===== src/rtl/cyber_player_if.sv =====
// -----------------------------------------------------------------------------
// cyber_player_if
// Control/status bundle between the computer opponent and its environment.
//   enable      : decision ticks run while high; divider frozen while low
//   thresh[8:0] : difficulty, press probability per tick is thresh/512
//   key_n       : emulated active-low key level (1 = released)
//   press_pulse : one-cycle strobe on the first cycle of each press
//   press_count : presses since reset, wraps 255 -> 0
// master = environment/driver side, slave = cyber_player side.
// -----------------------------------------------------------------------------
interface cyber_player_if;
  logic       enable;
  logic [8:0] thresh;
  logic       key_n;
  logic       press_pulse;
  logic [7:0] press_count;

  modport master (
    output enable,
    output thresh,
    input  key_n,
    input  press_pulse,
    input  press_count
  );

  modport slave (
    input  enable,
    input  thresh,
    output key_n,
    output press_pulse,
    output press_count
  );
endinterface


===== src/rtl/cyber_player.sv =====
// -----------------------------------------------------------------------------
// cyber_player
// Computer opponent for the tug-of-war game. A clock divider produces slow
// decision ticks; on each tick a 10-bit XNOR LFSR (x^10+x^7+1) is compared to
// the difficulty threshold and, if below it, the emulated key is pressed for
// HOLD_CYCLES cycles followed by a released gap of HOLD_CYCLES cycles.
// Ports:
//   clk   : system clock
//   Reset : synchronous, active-high reset
//   bus   : cyber_player_if.slave (enable, thresh in; key_n, press_pulse,
//           press_count out, all outputs registered)
// -----------------------------------------------------------------------------
module cyber_player #(
  parameter int TICK_DIV    = 50000,
  parameter int HOLD_CYCLES = 4
) (
  input  logic           clk,
  input  logic           Reset,
  cyber_player_if.slave  bus
);

  localparam int DIV_W  = (TICK_DIV > 1) ? $clog2(TICK_DIV) : 1;
  localparam int HOLD_W = (HOLD_CYCLES > 1) ? $clog2(HOLD_CYCLES) : 1;
  localparam logic [DIV_W-1:0]  DIV_MAX  = DIV_W'(TICK_DIV - 1);
  localparam logic [HOLD_W-1:0] HOLD_MAX = HOLD_W'(HOLD_CYCLES - 1);

  typedef enum logic [1:0] {
    ST_IDLE  = 2'd0,
    ST_PRESS = 2'd1,
    ST_GAP   = 2'd2
  } state_t;

  logic [DIV_W-1:0]  div_q;
  logic [DIV_W-1:0]  div_d;
  logic [9:0]        lfsr_q;
  logic [9:0]        lfsr_d;
  logic              tick_s;
  logic              hit_s;
  state_t            state_q;
  logic [HOLD_W-1:0] hold_q;
  logic              key_q;
  logic              pulse_q;
  logic [7:0]        count_q;

  // Divider next state, tick/hit decode and LFSR advance.
  always_comb begin
    tick_s = 1'b0;
    hit_s  = 1'b0;
    div_d  = div_q;
    lfsr_d = lfsr_q;
    if (bus.enable) begin
      if (div_q == DIV_MAX) begin
        tick_s = 1'b1;
        div_d  = {DIV_W{1'b0}};
      end else begin
        div_d  = div_q + DIV_W'(1);
      end
    end else begin
      div_d = div_q;
    end
    // The compare uses the pre-advance LFSR value; the LFSR steps on every
    // tick, even while a press is in progress.
    if (tick_s) begin
      hit_s  = (lfsr_q[8:0] < bus.thresh);
      lfsr_d = {lfsr_q[8:0], ~(lfsr_q[9] ^ lfsr_q[6])};
    end else begin
      hit_s  = 1'b0;
      lfsr_d = lfsr_q;
    end
  end

  // Divider and LFSR registers.
  always_ff @(posedge clk) begin
    if (Reset) begin
      div_q  <= {DIV_W{1'b0}};
      lfsr_q <= 10'h000;
    end else begin
      div_q  <= div_d;
      lfsr_q <= lfsr_d;
    end
  end

  // Press sequencer: IDLE -> PRESS (key low) -> GAP (key high) -> IDLE.
  always_ff @(posedge clk) begin
    if (Reset) begin
      state_q <= ST_IDLE;
      hold_q  <= {HOLD_W{1'b0}};
      key_q   <= 1'b1;
      pulse_q <= 1'b0;
      count_q <= 8'd0;
    end else begin
      pulse_q <= 1'b0;
      case (state_q)
        ST_IDLE: begin
          if (hit_s) begin
            state_q <= ST_PRESS;
            key_q   <= 1'b0;
            pulse_q <= 1'b1;
            count_q <= count_q + 8'd1;
            hold_q  <= {HOLD_W{1'b0}};
          end else begin
            key_q   <= 1'b1;
          end
        end
        ST_PRESS: begin
          if (hold_q == HOLD_MAX) begin
            state_q <= ST_GAP;
            key_q   <= 1'b1;
            hold_q  <= {HOLD_W{1'b0}};
          end else begin
            hold_q  <= hold_q + HOLD_W'(1);
          end
        end
        ST_GAP: begin
          if (hold_q == HOLD_MAX) begin
            state_q <= ST_IDLE;
            hold_q  <= {HOLD_W{1'b0}};
          end else begin
            hold_q  <= hold_q + HOLD_W'(1);
          end
        end
        default: begin
          state_q <= ST_IDLE;
          hold_q  <= {HOLD_W{1'b0}};
          key_q   <= 1'b1;
        end
      endcase
    end
  end

  assign bus.key_n       = key_q;
  assign bus.press_pulse = pulse_q;
  assign bus.press_count = count_q;

endmodule


===== src/flat_wrapper.sv =====
// flat-port wrapper written by rule: the top's interface ports become plain ports
module cyber_player_flat 
#(
  parameter int TICK_DIV    = 50000,
  parameter int HOLD_CYCLES = 4
)
  (clk, Reset, bus_enable, bus_thresh, bus_key_n, bus_press_pulse, bus_press_count);
  cyber_player_if bus_i ();
  input  logic clk;
  input  logic Reset;
  input wire logic [$bits(bus_i.enable)-1:0] bus_enable;
  input wire logic [$bits(bus_i.thresh)-1:0] bus_thresh;
  output wire logic [$bits(bus_i.key_n)-1:0] bus_key_n;
  output wire logic [$bits(bus_i.press_pulse)-1:0] bus_press_pulse;
  output wire logic [$bits(bus_i.press_count)-1:0] bus_press_count;
  assign bus_i.enable = bus_enable;
  assign bus_i.thresh = bus_thresh;
  assign bus_key_n = bus_i.key_n;
  assign bus_press_pulse = bus_i.press_pulse;
  assign bus_press_count = bus_i.press_count;
  cyber_player #(.TICK_DIV(TICK_DIV), .HOLD_CYCLES(HOLD_CYCLES)) u_core (.clk(clk), .Reset(Reset), .bus(bus_i));
endmodule

===== config.mk =====
export PLATFORM = sky130hd
export DESIGN_NAME = cyber_player_flat
export DESIGN_NICKNAME = d
export VERILOG_FILES = /design/src/rtl/cyber_player_if.sv /design/src/rtl/cyber_player.sv /design/src/flat_wrapper.sv
export SDC_FILE = /design/constraint.sdc
export NUM_CORES = 1
export LEC_CHECK = 0
export CORE_MARGIN = 1.5
export CORE_UTILIZATION = 35
export CTS_BUF_LIST = sky130_fd_sc_hd__clkbuf_4 sky130_fd_sc_hd__clkbuf_8
export CTS_CLUSTER_DIAMETER = 150
export CTS_CLUSTER_SIZE = 20
export DETAILED_ROUTE_END_ITERATION = 8
export PLACE_DENSITY = 0.5
export SLEW_MARGIN = 10
export SYNTH_ARGS = -nofsm -noshare
export SYNTH_HDL_FRONTEND = slang
export SYNTH_SLANG_ARGS = --single-unit

===== constraint.sdc =====
create_clock -name clk -period 3.1 [get_ports clk]
set_input_delay 0.465 -clock clk [delete_from_list [all_inputs] [get_ports clk]]
set_output_delay 0.465 -clock clk [all_outputs]
set_load 0.05 [all_outputs]

=== Word level (Yosys, flattened, before mapping) ===
Index checks and enable logic that the tools add are counted.

* Flip-flop bits (word level): 40
* Input port bits: 12
* Output and inout port bits: 10
* Logic and storage cells: 43

* Add/sub/neg operators: 3
* Order comparisons: 1
* Eq/ne operators: 7
* Mux-type cells: 15
* Bitwise operators: 4
* Reduce and logical (&&, ||, !) cells: 6

{| class="wikitable"
|+ Operators by type and width
! operator !! number
|-
| adder 16 x 1 -> 16 bit (second input constant) || 1
|-
| equality test 16 bit (second input constant) || 1
|-
| two-way mux 16 bit || 1
|-
| two-way mux 2 bit || 5
|-
| < comparator 9 bit || 1
|-
| adder 8 x 1 -> 8 bit (second input constant) || 1
|-
| two-way mux 1 bit || 6
|-
| inequality test 2 x 1 -> 1 bit (second input constant) || 3
|-
| one-hot mux 2 bit (3 select lines) || 1
|-
| equality test 2 bit (second input constant) || 2
|-
| one-hot mux 2 bit (2 select lines) || 1
|-
| AND reduction 2 bit || 2
|-
| OR reduction 2 bit || 2
|-
| inverter 1 bit || 3
|-
| one-hot mux 1 bit (3 select lines) || 1
|-
| AND reduction 3 bit || 1
|-
| adder 2 x 1 -> 2 bit (second input constant) || 1
|-
| equality test 2 x 1 -> 1 bit (second input constant) || 1
|-
| zero test 2 bit || 1
|-
| XOR 1 bit || 1
|}

=== Logic depth before layout (Yosys ltp) ===
Gate-level depths: netlist of the first run.

* Depth after elaboration: 6
* Mapped depth: 8
* Gate-level depth less buffers: 7

=== Worst setup path after synthesis of the first run ===
Ideal clock, no wire load.

* Path kind: input to register
* From: in bus_enable
* To: reg u_core.count_q[2], in the netlist u_core.bus.press_count[2]
* Arrival time: 2241 ps
* Required time: 2979 ps
* Slack: 738 ps
* Stages: 7
* Buffers on the path: 2
* Cells stage by stage: buf_2 > and4_1 > nand4_2 > or4_1 > buf_2 > nor4b_1 > mux2_2

* Longest elaborated chain between the ends: 3

{| class="wikitable"
|+ Ends and longest elaborated chain
! what !! line !! RTL
|-
| start: declaration || flat_wrapper.sv:11 || <nowiki>input wire logic [$bits(bus_i.enable)-1:0] bus_enable;</nowiki>
|-
| two-way mux 1 bit || cyber_player.sv:51 || <nowiki>if (bus.enable) begin</nowiki>
|-
| two-way mux 1 bit || cyber_player.sv:63 || <nowiki>if (tick_s) begin</nowiki>
|-
| AND reduction 2 bit (no line) || -- ||
|-
| end signal: assignment || cyber_player.sv:99 || <nowiki>count_q <= count_q + 8'd1;</nowiki>
|-
| end: declaration || cyber_player.sv:43 || <nowiki>logic [7:0] count_q;</nowiki>
|}

Every way passes these cells.
A chain may end at the register's enable or synchronous reset.

=== Worst setup path after layout of the first run ===
* From: in bus_thresh[6]
* To: reg u_core.count_q[4], in the netlist u_core.bus.press_count[4]

* Longest elaborated chain between the ends: 3

{| class="wikitable"
|+ Ends and longest elaborated chain
! what !! line !! RTL
|-
| start: declaration || flat_wrapper.sv:12 || <nowiki>input wire logic [$bits(bus_i.thresh)-1:0] bus_thresh;</nowiki>
|-
| < comparator 9 bit || cyber_player.sv:64 || <nowiki>hit_s = (lfsr_q[8:0] < bus.thresh);</nowiki>
|-
| two-way mux 1 bit || cyber_player.sv:63 ||
|-
| AND reduction 2 bit (no line) || -- ||
|}

Every way passes these cells.

==> results of run 1 <==
==> logic make-up (layout without fill, tap and decap cells) <==
group,Yosys count,after routing
compound gates,18,18
xor+xnor,15,15
fa+ha+maj,15,15
buf+inv,22,46
flops,40,40
mux,20,20
simple gates,106,106
==> critical path, cell delays in order <==
cell             delay, ns
clkdlybuf4s50_1       0.45
inv_1                 0.04
ha_1                  0.29
a211oi_1              0.21
nor2_1                0.11
or4_1                 0.61
nor4_1                0.34
mux2_2                0.37
==> path summary, 6_finish.rpt <==
| check | end | start | slack, ns | cells after the start |
|---|---|---|---|---|
| worst max register to register | u_core.bus.press_count[4]$_SDFFE_PP0P_ | u_core.div_q[0]$_SDFFE_PP0P_ | 0.56 | 6 |
| worst min-delay path | u_core.hold_q[1]$_SDFFE_PP0P_ | u_core.hold_q[1]$_SDFFE_PP0P_ | 0.47 | 2 |
| worst max-delay path | u_core.bus.press_count[4]$_SDFFE_PP0P_ | bus_thresh[6] | 0.41 | 8 |
| worst min register to register | u_core.hold_q[1]$_SDFFE_PP0P_ | u_core.hold_q[1]$_SDFFE_PP0P_ | 0.47 | 2 |
==> state kept, by name, indices dropped and copies added, names as in the netlist <==
register / cells
u_core.bus.key_n: 1
u_core.bus.press_count: 8
u_core.bus.press_pulse: 1
u_core.div_q: 16
u_core.hold_q: 2
u_core.lfsr_q: 10
u_core.state_q: 2
==> area by class of cell <==
class                           count  area [um2]
Multi-Input combinational cell    174        1210
Inverter                           14        52.6
Clock inverter                      1        5.00
Fill cell                         582        3170
Sequential cell                    40         801
Timing Repair Buffer               25         240
Clock buffer                        6        76.3
Tap cell                           72        90.1
==> metrics by stage <==
| stage | setup slack, ns | utilization, % | instances | cell area (um2) |
|---|---|---|---|---|
| 2_1_floorplan | 0.738 | - | 236 | 2090 |
| 3_3_place_gp | 0.114 | 42.4 | 325 | 2390 |
| 3_5_place_dp | 0.0922 | 42.4 | 325 | 2390 |
| 4_1_cts | 0.401 | 43.8 | 332 | 2470 |
| 5_1_grt | 0.275 | 43.8 | 332 | 2470 |
| 6_report | 0.407 | 43.8 | 332 | 2470 |
==> metal layers <==
metal | GRT usage, % | wire (um) | vias up
li1 | - | - | 868
met1 | 20.2 | 2160 | 730
met2 | 20.8 | 1650 | 22
met3 | 3.41 | 119 | 7
met4 | 5.69 | 60 | 0
met5 | 0 | 0 | -
==> synthesized netlist by cell type <==
| cell type | count | area, um2 |
|---|---|---|
| o32ai_1 | 1 | 8.76 |
| nor2_1 | 40 | 150 |
| a21oi_1 | 6 | 30.0 |
| nand4_1 | 7 | 43.8 |
| ha_1 | 15 | 188 |
| or2_2 | 1 | 6.26 |
| nor3_1 | 2 | 10.0 |
| buf_2 | 2 | 10.0 |
| buf_1 | 2 | 7.51 |
| mux2i_1 | 14 | 140 |
| clkbuf_1 | 4 | 15.0 |
| nor2b_1 | 7 | 43.8 |
| nand3_1 | 9 | 45.0 |
| nor4b_4 | 1 | 23.8 |
| dfxtp_1 | 40 | 801 |
| inv_1 | 13 | 48.8 |
| or4_1 | 3 | 22.5 |
| nand4_2 | 1 | 12.5 |
| a31oi_1 | 1 | 6.26 |
| o211ai_1 | 1 | 7.51 |
| mux2_2 | 6 | 67.6 |
| and4bb_2 | 2 | 25.0 |
| nand4b_1 | 1 | 8.76 |
| nand2_1 | 15 | 56.3 |
| a211oi_1 | 1 | 7.51 |
| o21a_1 | 1 | 7.51 |
| nor4_1 | 6 | 37.5 |
| clkinv_1 | 1 | 3.75 |
| xor2_1 | 9 | 78.8 |
| and3_1 | 2 | 12.5 |
| o31ai_1 | 3 | 22.5 |
| and4_1 | 4 | 35.0 |
| xnor2_1 | 6 | 52.6 |
| o21ai_0 | 4 | 20.0 |
| or3_1 | 2 | 12.5 |
| nor4b_1 | 1 | 8.76 |
| or4b_1 | 1 | 10.0 |
| and2_1 | 1 | 6.26 |
==> where the power goes <==
group,internal (mW),total (mW),switching (mW)
Sequential,0.516,0.520,0.00395
Clock,0.162,0.335,0.173
Combinational,0.0221,0.0438,0.0217
Total,0.700,0.899,0.199
==> impl_metrics.toml, run 1 <==
[run_status]
status = "complete, no violations"

[clock_tree]
clk_latency_ns = 0.29
root_buffer = "clkbuf_8"
tritoncts = "yes"
ctsHtreeMaxLevel = 2
cts_buffer_depth = 2
cts_resized = 0
post_cts_buffers = 0
postCtsHoldBufs = 0
path_clk_slew_ns = 0.07
cts_buffers = 5
cts.sinks = 40

[critical_path]
critPathMaxFanout = 11
cp_data_required_time_ns = 3.28
critPathCaptureType = "register"
crit_type = "input pin to register"
critPathLaunchType = "input pin"
worstPathArrival_ns = 2.87

[timing]
worst-slew-pin-transition_ns = 0.566
setup_viol = 0
slew_viol_final = 0
period_share_pct = 86.9
tns_ns = 0
maxSlewHeadroom_pct = 62.2
skew_ns = 0.00273
fin_hold_ws_ns = 0.472
grt_setup_unrepaired = "false"
fmax_mhz = 371
post-route-min-period_ns = 2.69
finalHoldViolCount = 0

[global_routing]
antenna_found_initial = 0
grt_usage_pct = 14.3
grt_pass1_wl_um = 7160
overflow = 0
grt_pass1_vias = 1549
grt_max_degree = 26

[power]
powerDensity_nw_per_um2 = 364
p_leak_nw = 1.04
peakVddDrop_uv = 199
p_total_mw = 0.899

[die]
io_pins = 22
start_util_pct = 37.1
die_w_um = 80.3
row_count = 27
die-area_um2 = 6450
die_h_um = 80.3
core_um2 = 5640

[route]
vias = 1627
viasPerCell = 4.90
drc = 0
wire_per_inst_um = 12.0
totalWireLength_um = 3990
ant_nets = 0
drtPass1Iterations = 4
initialDrtViolationCount = 105

[logic_synthesis]
yosysUniqueCellTypes = 38
syn_nets = 263
avgSynthCellArea_um2 = 8.87
synthAdderAreaFrac_pct = 8.97
ys_seq_area_share_pct = 38.3
synth-seq-cells = 40
synth_top_family_by_area = "simple AND/OR/NAND/NOR gates"
synth.area.mux_share_pct = 9.92
yosys.area_share.simple_pct = 27.3
synth_xor_xnor_area_share_pct = 6.28
syn_area_um2 = 2090
ys_warn_count = 0
synth_compound_area_share_pct = 5.26
synthCells = 236

[cells_and_area]
nets = 287
diodes = 0
synthToLayoutAreaGrowth_pct = 18.1
final_cell_mix = "nor2_1 (40), dfxtp_1 (40), clkdlybuf4s50_1 (21)"
drive_gt1_share_pct = 8.46

[hold_path]
hold_class = "register to register"

[placement]
portBuffers = 21
finalWeightedCongestion = 0.705
dp.final_hpwl_um = 2890

[flow_run]
cap_violations = 0
Power figures use the tool's default switching activity.
==> inputs of run 2 (changes only) <==
- CORE_MARGIN: 1.5 -> 4
==> run 2 against run 1 <==
  * Combinational power is 0.9% higher
  * Fmax is 0.55% higher
  * Register-to-register slack about the same
  * Clock power grew 11%
  * Utilization up 0.27 points
  * Design area rose by 0.61%
  * Die area increased by 13%
  * Power up 4.2%
  * Largest power group unchanged
  * Clock-buffer cell count increased by 1
==> impl_metrics.toml, run 2 (synthesis results as in run 1) <==
[global_routing]
antenna_found_initial = 0
grt_usage_pct = 11.9
overflow = 0
grt_pass1_wl_um = 7000
grt_max_degree = 26
grt_pass1_vias = 1479

[timing]
finalHoldViolCount = 0
slew_viol_final = 0
post-route-min-period_ns = 2.68
fmax_mhz = 373
setup_viol = 0
worst-slew-pin-transition_ns = 0.542
grt_setup_unrepaired = "false"
maxSlewHeadroom_pct = 63.8
period_share_pct = 86.4
skew_ns = 0.00393
fin_ws_ns = 0.422
tns_ns = 0
fin_hold_ws_ns = 0.466

[die]
row_count = 27
io_pins = 22
die_h_um = 85.3
start_util_pct = 37.1
die-area_um2 = 7280
die_w_um = 85.3
core_um2 = 5640

[clock_tree]
cts_buffers = 5
postCtsHoldBufs = 0
cts.sinks = 40
post_cts_buffers = 0
cts_resized = 0
root_buffer = "clkbuf_8"
cts_buffer_depth = 2
clk_latency_ns = 0.29
tritoncts = "yes"
path_clk_slew_ns = 0.07
ctsHtreeMaxLevel = 2

[critical_path]
slowest_stage = "or4_1"
crit_chain = "clkdlybuf4s50_1 > inv_1 > ha_1 > a211oi_1 > nor2_1 > or4_1 > nor4_1 > mux2_2"
cp_num_buf_inv = 2
worstPathArrival_ns = 2.87
critPathMaxFanout = 11
cp_top_family = "simple AND/OR/NAND/NOR gates"
slowest_delay_ns = 0.60
cp_data_required_time_ns = 3.29
crit_type = "input pin to register"
critPathCaptureType = "register"
critPathLaunchType = "input pin"

[power]
peakVddDrop_uv = 196
p_leak_nw = 1.04
powerDensity_nw_per_um2 = 377

[placement]
dp_slack_ns = 0.111
portBuffers = 21
dp.final_hpwl_um = 2880
finalWeightedCongestion = 0.714

[cells_and_area]
largest_reg_flops = 16
drive_gt1_share_pct = 8.46
diodes = 0
final_cell_mix = "nor2_1 (40), dfxtp_1 (40), clkdlybuf4s50_1 (21)"
top_register = "u_core.div_q"
n_fill_cell = 573
synthToLayoutAreaGrowth_pct = 18.8
nets = 287

[route]
drtPass1Iterations = 4
initialDrtViolationCount = 75
ant_nets = 0
drc = 0
viasPerCell = 4.89
wire_per_inst_um = 11.9
vias = 1622
totalWireLength_um = 3940

[flow_run]
cap_violations = 0

[hold_path]
hold_class = "register to register"

[run_status]
status = "complete, no violations"
## run 2: worst paths after layout
kind                                      start                                endpoint  slack, ns  depth (start not counted)
setup / recovery                  bus_thresh[6]  u_core.bus.press_count[5]$_SDFFE_PP0P_       0.42                          8
setup reg to reg   u_core.div_q[0]$_SDFFE_PP0P_  u_core.bus.press_count[5]$_SDFFE_PP0P_       0.55                          6
hold reg to reg   u_core.hold_q[1]$_SDFFE_PP0P_           u_core.hold_q[1]$_SDFFE_PP0P_       0.47                          2
hold / removal    u_core.hold_q[1]$_SDFFE_PP0P_           u_core.hold_q[1]$_SDFFE_PP0P_       0.47                          2
## run 2: through the flow
step	instances	util (%)	power, mW	cell area, um2
floorplan	236	-	0.554	2090
global placement	325	42.4	0.577	2390
detailed placement	325	42.4	0.577	2390
CTS	332	44.1	0.956	2490
global route	332	44.1	0.978	2490
finish	332	44.1	0.937	2490
## run 2: tightest hold or removal path, cell delays in order, from the launching register on
cell and delay (ns):
dfxtp_1 0.31, nand2_1 0.05, mux2i_1 0.06
## run 2: cell type report
class	count	area, um2	area share [%]
multi-input cells	174	1210	48.5
flip-flops and latches	40	801	32.2
repair buffers	25	240	9.66
clock buffers	7	96.3	3.87
well taps	72	90.1	3.62
inverters	14	52.6	2.11
## run 2: routing by layer
metal  share of wire [%]  vias up  global-route usage [%]
met5                   0        -                       0
met4                 1.4        0                    3.45
met3                 4.3        5                    4.27
met2                  40       20                    16.7
met1                  54      724                    16.8
li1                    -      873                       -
## run 2: where the power goes
part	leakage, nW	internal, mW	switching (mW)
combinational	0.670	0.0222	0.0220
clock	0.0503	0.198	0.174
sequential	0.322	0.516	0.00378
==> edit 1: new RTL, config.mk and constraints of run 2 <==
`HOLD_CYCLES` is set to 4 in 2 places; all go to 8.
--- a/src/rtl/cyber_player.sv
+++ b/src/rtl/cyber_player.sv
@@ -14,3 +14,3 @@
   parameter int TICK_DIV    = 50000,
-  parameter int HOLD_CYCLES = 4
+  parameter int HOLD_CYCLES = 8
 ) (
--- a/src/flat_wrapper.sv
+++ b/src/flat_wrapper.sv
@@ -4,3 +4,3 @@
   parameter int TICK_DIV    = 50000,
-  parameter int HOLD_CYCLES = 4
+  parameter int HOLD_CYCLES = 8
 )
Formal check against the unedited RTL: no difference found for any inputs over 10 cycles, from zero or initial values and one cycle with Reset high; that may be too few to reach the edited logic, so the function may still have changed.
==> edit 1 against run 2 <==
Count of clock-buffer cells in the layout increased by 1; wire length up 3.1%; setup slack improved by 0.039 ns; area after synthesis increased by 0.36%; clock skew is 0.00073 ns higher; critical path depth up 2; power is 3.2% higher; sequential cell count grew 1; register-to-register slack gained 0.21 ns; design area rose by 0.15%; synthesized cell count rose by 1.7%.
==> edit 1: results (changes against run 2) <==
* Slowest stage cell on the critical path: or4_1 (unchanged)
* R2R setup slack at 0.76 ns (was 0.55 ns)
* Multiplexer share of the synthesized area at 2.38% (was 9.92%)
* Detailed Route Iter0 Violations at 28 (was 75)
* Distinct cells, synth at 42 (was 38)
* Layout cells sized above 1 at 8.21% (was 8.46%)
* Max FFs per register at 16 (unchanged)
* Max-slew violations at 0 (unchanged)
* Compound-Gate Fraction of Synth Area at 9.47% (was 5.26%)
* Setup TNS at 0 ns (unchanged)
* Clock buffer count from CTS at 5 (unchanged)
* First-pass GRT wire length at 7050 um (was 7000 um)
* Vias in the first global route at 1546 (was 1479)
* Tot GR Track Use at 11.8% (was 11.9%)
* R2r endpoint: u_core.bus.press_count[5]$_SDFFE_PP0P_ (unchanged)
* Routability cong. at 0.677 (was 0.714)
* Layout Nets at 296 (was 287)
* Drt pass-1 iters at 4 (unchanged)
* Synth Area in Adders at 10.1% (was 8.97%)
* Largest net degree at the start of global routing at 17 (was 26)
* Port bufs at 21 (unchanged)
* Vias at 1679 (was 1622)
* Largest stage delay on the critical path at 0.50 ns (was 0.60 ns)
* Worst VDD drop at 0.258 mV (was 0.196 mV)
* Clock transition at path regs at 0.08 ns
* XOR/XNOR share of the synthesized area at 6.67% (was 6.28%)
* Status: finished, final reports clean (unchanged)
* Setup bufs post-CTS at 0 (unchanged)
* Final HPWL DP at 3000 um (was 2880 um)
* Pleak at 0.980 nW (was 1.04 nW)
* Sequential area share after synthesis at 39.1% (was 38.3%)
* Fraction of registers with async set/reset at 0% (unchanged)
* Crit. Startpoint: bus_thresh[6] (unchanged)
* Later-pin clock latency in the skew report at 0.29 ns (about the same)
* Antenna violations before repair at 0 (unchanged)
* Leading cell types by total area after synthesis: dfxtp_1 39%, ha_1 10%, xor2_1 5.8%, nand2_1 5.5%, a21oi_1 4.8% (was dfxtp_1 38%, ha_1 9.0%, nor2_1 7.2%, mux2i_1 6.7%, xor2_1 3.8%)
* FF-to-FF Start: u_core.lfsr_q[6]$_SDFFE_PP0P_ (was u_core.div_q[0]$_SDFFE_PP0P_)
* Setup crit end kind: flop (unchanged)
* Post-synth EDFFs at 0 (unchanged)
* Crit path max fanout at 12 (was 11)
* Fill cells at 610 (was 573)
* N_diodes at 0 (unchanged)
* WL final at 4070 um (was 3940 um)
* Top reg by flops: u_core.div_q (unchanged)
* Syn_nets at 269 (was 263)
* Data arrival time of the critical path at 2.86 ns (was 2.87 ns)
* Cells on worst reg2reg path at 8 (was 6)
* Clock root cell: clkbuf_8 (unchanged)
* Worst Skew at 0.00466 ns (was 0.00393 ns)
* Slew HR at 60.5% (was 63.8%)
* PostCTS Resize Cnt at 0 (unchanged)
* H-tree Lvls at 2 (unchanged)
* Clock tree buffer depth at 2 (unchanged)
* Hold Path Class: reg2reg (unchanged)
* Top post-synthesis cells by count: 41 x dfxtp_1, 31 x nand2_1, 25 x nor2_1 (was 40 x dfxtp_1, 40 x nor2_1, 15 x ha_1, 15 x nand2_1, 14 x mux2i_1)
* Yosys warnings at 0 (unchanged)
## edit 1: cell types whose count changed after synthesis, moves of 6 or more
cell	run 2	this run
nor2_1	40	25
nand2_1	15	31
a21oi_1	6	20
nand3_1	9	2
mux2i_1	14	5
mux2_2	6	0
nor2b_1	7	1
## edit 1: area by class of cell
cell class | count | area, sq um | area share, %
Clock buffer | 8 | 91.3 | 3.67
Timing Repair Buffer | 27 | 255 | 10.2
Sequential cell | 41 | 821 | 32.9
Tap cell | 72 | 90.1 | 3.62
Inverter | 15 | 56.3 | 2.26
Multi-Input combinational cell | 177 | 1180 | 47.3
## edit 1: worst min-delay path by stage
stage / slack (ns) / to / from / depth (start not counted)
after floorplan: 0.43 / u_core.hold_q[1]$_SDFFE_PP0P_ / u_core.hold_q[1]$_SDFFE_PP0P_ / 2
after global placement: 0.45 / u_core.hold_q[1]$_SDFFE_PP0P_ / u_core.hold_q[1]$_SDFFE_PP0P_ / 2
after detailed placement: 0.45 / u_core.hold_q[2]$_SDFFE_PP0P_ / u_core.hold_q[2]$_SDFFE_PP0P_ / 2
after CTS: 0.47 / u_core.hold_q[1]$_SDFFE_PP0P_ / u_core.hold_q[1]$_SDFFE_PP0P_ / 2
after global routing: 0.50 / u_core.hold_q[1]$_SDFFE_PP0P_ / u_core.hold_q[1]$_SDFFE_PP0P_ / 2
final: 0.46 / u_core.hold_q[1]$_SDFFE_PP0P_ / u_core.hold_q[1]$_SDFFE_PP0P_ / 2
## edit 1: per-stage QoR
| stage | power (mW) | utilization, % | worst slack, ns | instances | area, sq um |
|---|---|---|---|---|---|
| 2_1_floorplan | 0.586 | - | 0.825 | 240 | 2100 |
| 4_1_cts | 0.983 | 43.9 | 0.485 | 340 | 2490 |
| 5_1_grt | 1.02 | 43.9 | 0.243 | 340 | 2490 |
| 3_5_place_dp | 0.613 | 42.3 | 0.178 | 332 | 2400 |
| 6_report | 0.967 | 43.9 | 0.461 | 340 | 2490 |
| 3_3_place_gp | 0.613 | 42.3 | 0.211 | 332 | 2400 |
## edit 1: routing by layer
| metal | global-route usage [%] | wire length, um | up-vias |
|---|---|---|---|
| met5 | 0 | 0 | - |
| met1 | 16.2 | 2180 | 761 |
| met4 | 4.32 | 51 | 0 |
| met2 | 17.7 | 1700 | 19 |
| met3 | 3.20 | 137 | 5 |
| li1 | - | - | 894 |
## edit 1: worst max-delay path, delay by kind of cell
| family | cells | cell delay [ns] |
|---|---|---|
| and+or+nand+nor | 3 | 0.84 |
| buffers and inverters | 3 | 0.69 |
| AOI/OAI and AO/OA | 3 | 0.56 |
| adders and majority gates | 1 | 0.29 |
## edit 1: power breakdown
group	switching [mW]	internal, mW	total [mW]
combinational	0.0331	0.0309	0.0640
clock	0.180	0.186	0.366
sequential	0.00586	0.531	0.536
total	0.219	0.748	0.967
==> edit 2: new RTL, settings of run 2 <==
Made on the original files. The 3 states of `state_t` get a one-hot encoding in 3 bits.
--- a/src/rtl/cyber_player.sv
+++ b/src/rtl/cyber_player.sv
@@ -26,6 +26,6 @@
 
-  typedef enum logic [1:0] {
-    ST_IDLE  = 2'd0,
-    ST_PRESS = 2'd1,
-    ST_GAP   = 2'd2
+  typedef enum logic [2:0] {
+    ST_IDLE  = 3'b001,
+    ST_PRESS = 3'b010,
+    ST_GAP   = 3'b100
   } state_t;
Function: same outputs for any inputs over 10 cycles, from zero or initial values and one cycle with Reset high; not proved beyond that.
==> edit 2 against run 2 <==
Register-to-register slack improved by 0.05 ns; power fell by 0.53%; design area decreased by 4.6%; core utilization down 1.0 points; area after synthesis is 5.2% lower; setup slack improved by 0.014 ns; sequential cell count up 1; wire length is 6.9% lower; largest power group unchanged.
==> edit 2: results (changes against run 2) <==
* Status: finished, final reports clean (unchanged)
* Sequential area share after synthesis at 41.4% (was 38.3%)
* Wire per inst at 11.4 um (was 11.9 um)
* Worst VDD drop at 0.189 mV (was 0.196 mV)
* Crit. Startpoint: bus_enable (was bus_thresh[6])
* Tot GR Track Use at 11.1% (was 11.9%)
* Vias in the first global route at 1432 (was 1479)
* Slew HR at 60.1% (was 63.8%)
* Routability cong. at 0.778 (was 0.714)
* Pre-CTS WS at 0.115 ns (was 0.111 ns)
* Top post-synthesis cells by count: 41 x dfxtp_1, 37 x nor2_1, 16 x a21oi_1 (was 40 x dfxtp_1, 40 x nor2_1, 15 x ha_1, 15 x nand2_1, 14 x mux2i_1)
* #MultiIn Comb at 165 (was 174)
* Detailed Route Iter0 Violations at 79 (was 75)
* Nonclk inv count at 11 (was 14)
* Seq/total area at 34.6% (was 32.2%)
* Hold Path Depth at 1 (was 2)
* Non-Clock Buffer Area Fraction at 10.1% (was 9.66%)
* CTS Sinks at 41 (was 40)
* Fill cells at 537 (was 573)
* Final HPWL DP at 2730 um (was 2880 um)
* Crit path max fanout at 6 (was 11)
* Vias per cell at 4.91 (was 4.89)
* Syn_nets at 248 (was 263)
* Leading cell types by total area after synthesis: dfxtp_1 41%, nor2_1 7.0%, ha_1 6.9%, xor2_1 5.3%, mux2i_1 4.5% (was dfxtp_1 38%, ha_1 9.0%, nor2_1 7.2%, mux2i_1 6.7%, xor2_1 3.8%)
* Layout cells sized above 1 at 6.83% (was 8.46%)
* Cells on worst reg2reg path at 5 (was 6)
* Layout Nets at 272 (was 287)
* Multi-input logic area at 1090 sq um (was 1210 sq um)
* First-pass GRT wire length at 6440 um (was 7000 um)
* Data arrival time of the critical path at 2.88 ns (was 2.87 ns)
* Worst Skew at 0.00628 ns (was 0.00393 ns)
* Delay-heaviest family, CP: simple AND/OR/NAND/NOR gates (unchanged)
* Largest net degree at the start of global routing at 17 (was 26)
* Clock network share of area at 3.80% (was 3.87%)
* FF-to-FF Start: u_core.div_q[10]$_SDFFE_PP0P_ (was u_core.div_q[0]$_SDFFE_PP0P_)
* Pleak at 0.969 nW (was 1.04 nW)
* Distinct cells, synth at 37 (was 38)
edit 2: cell types whose count changed in the layout (fill, tap and decap cells not counted), moves of 5 or more:
cell and change:
nand2b_1 +5, nor4_1 -6, a21oi_1 +10, o31ai_1 +5, mux2_2 -6, mux2i_1 -5
nor2b_1 -6
edit 2: routing by layer:
metal,global-route usage (%),wire [um]
met5,0,0
met4,4.01,59
met3,3.97,157
met2,16.3,1560
met1,14.9,1890
edit 2: final timing paths:
| check | to | slack [ns] |
|---|---|---|
| worst max-delay path | u_core.bus.press_count[6]$_SDFFE_PP0P_ | 0.44 |
| worst min-delay path | u_core.hold_q[1]$_SDFFE_PP0P_ | 0.49 |
| worst max register to register | u_core.bus.press_count[6]$_SDFFE_PP0P_ | 0.60 |
| worst min register to register | u_core.hold_q[1]$_SDFFE_PP0P_ | 0.49 |
edit 2: through the flow:
| step | util (%) | instances | cell area, sq um | power, mW |
|---|---|---|---|---|
| global placement | 41.4 | 314 | 2280 | 0.588 |
| global route | 43.1 | 321 | 2370 | 0.972 |
| detailed placement | 41.4 | 314 | 2280 | 0.588 |
| floorplan | - | 225 | 1980 | 0.566 |
| finish | 43.1 | 321 | 2370 | 0.932 |
| CTS | 43.1 | 321 | 2370 | 0.947 |
edit 2: where the power goes:
part | switching [mW] | total [mW] | internal [mW]
sequential | 0.00303 | 0.532 | 0.529
clock | 0.171 | 0.357 | 0.185
combinational | 0.0201 | 0.0432 | 0.0231
total | 0.194 | 0.932 | 0.738
edit 2: cell families (layout without fill, tap and decap cells):
group | after synthesis | count (layout) | share of synthesized area [%]
compound gates | 37 | 37 | 11.7
mux | 9 | 9 | 4.54
xor+xnor | 16 | 16 | 7.06
fa+ha+maj | 11 | 11 | 6.94
buf+inv | 19 | 43 | 3.72
simple gates | 92 | 92 | 24.7
flops | 41 | 41 | 41.4
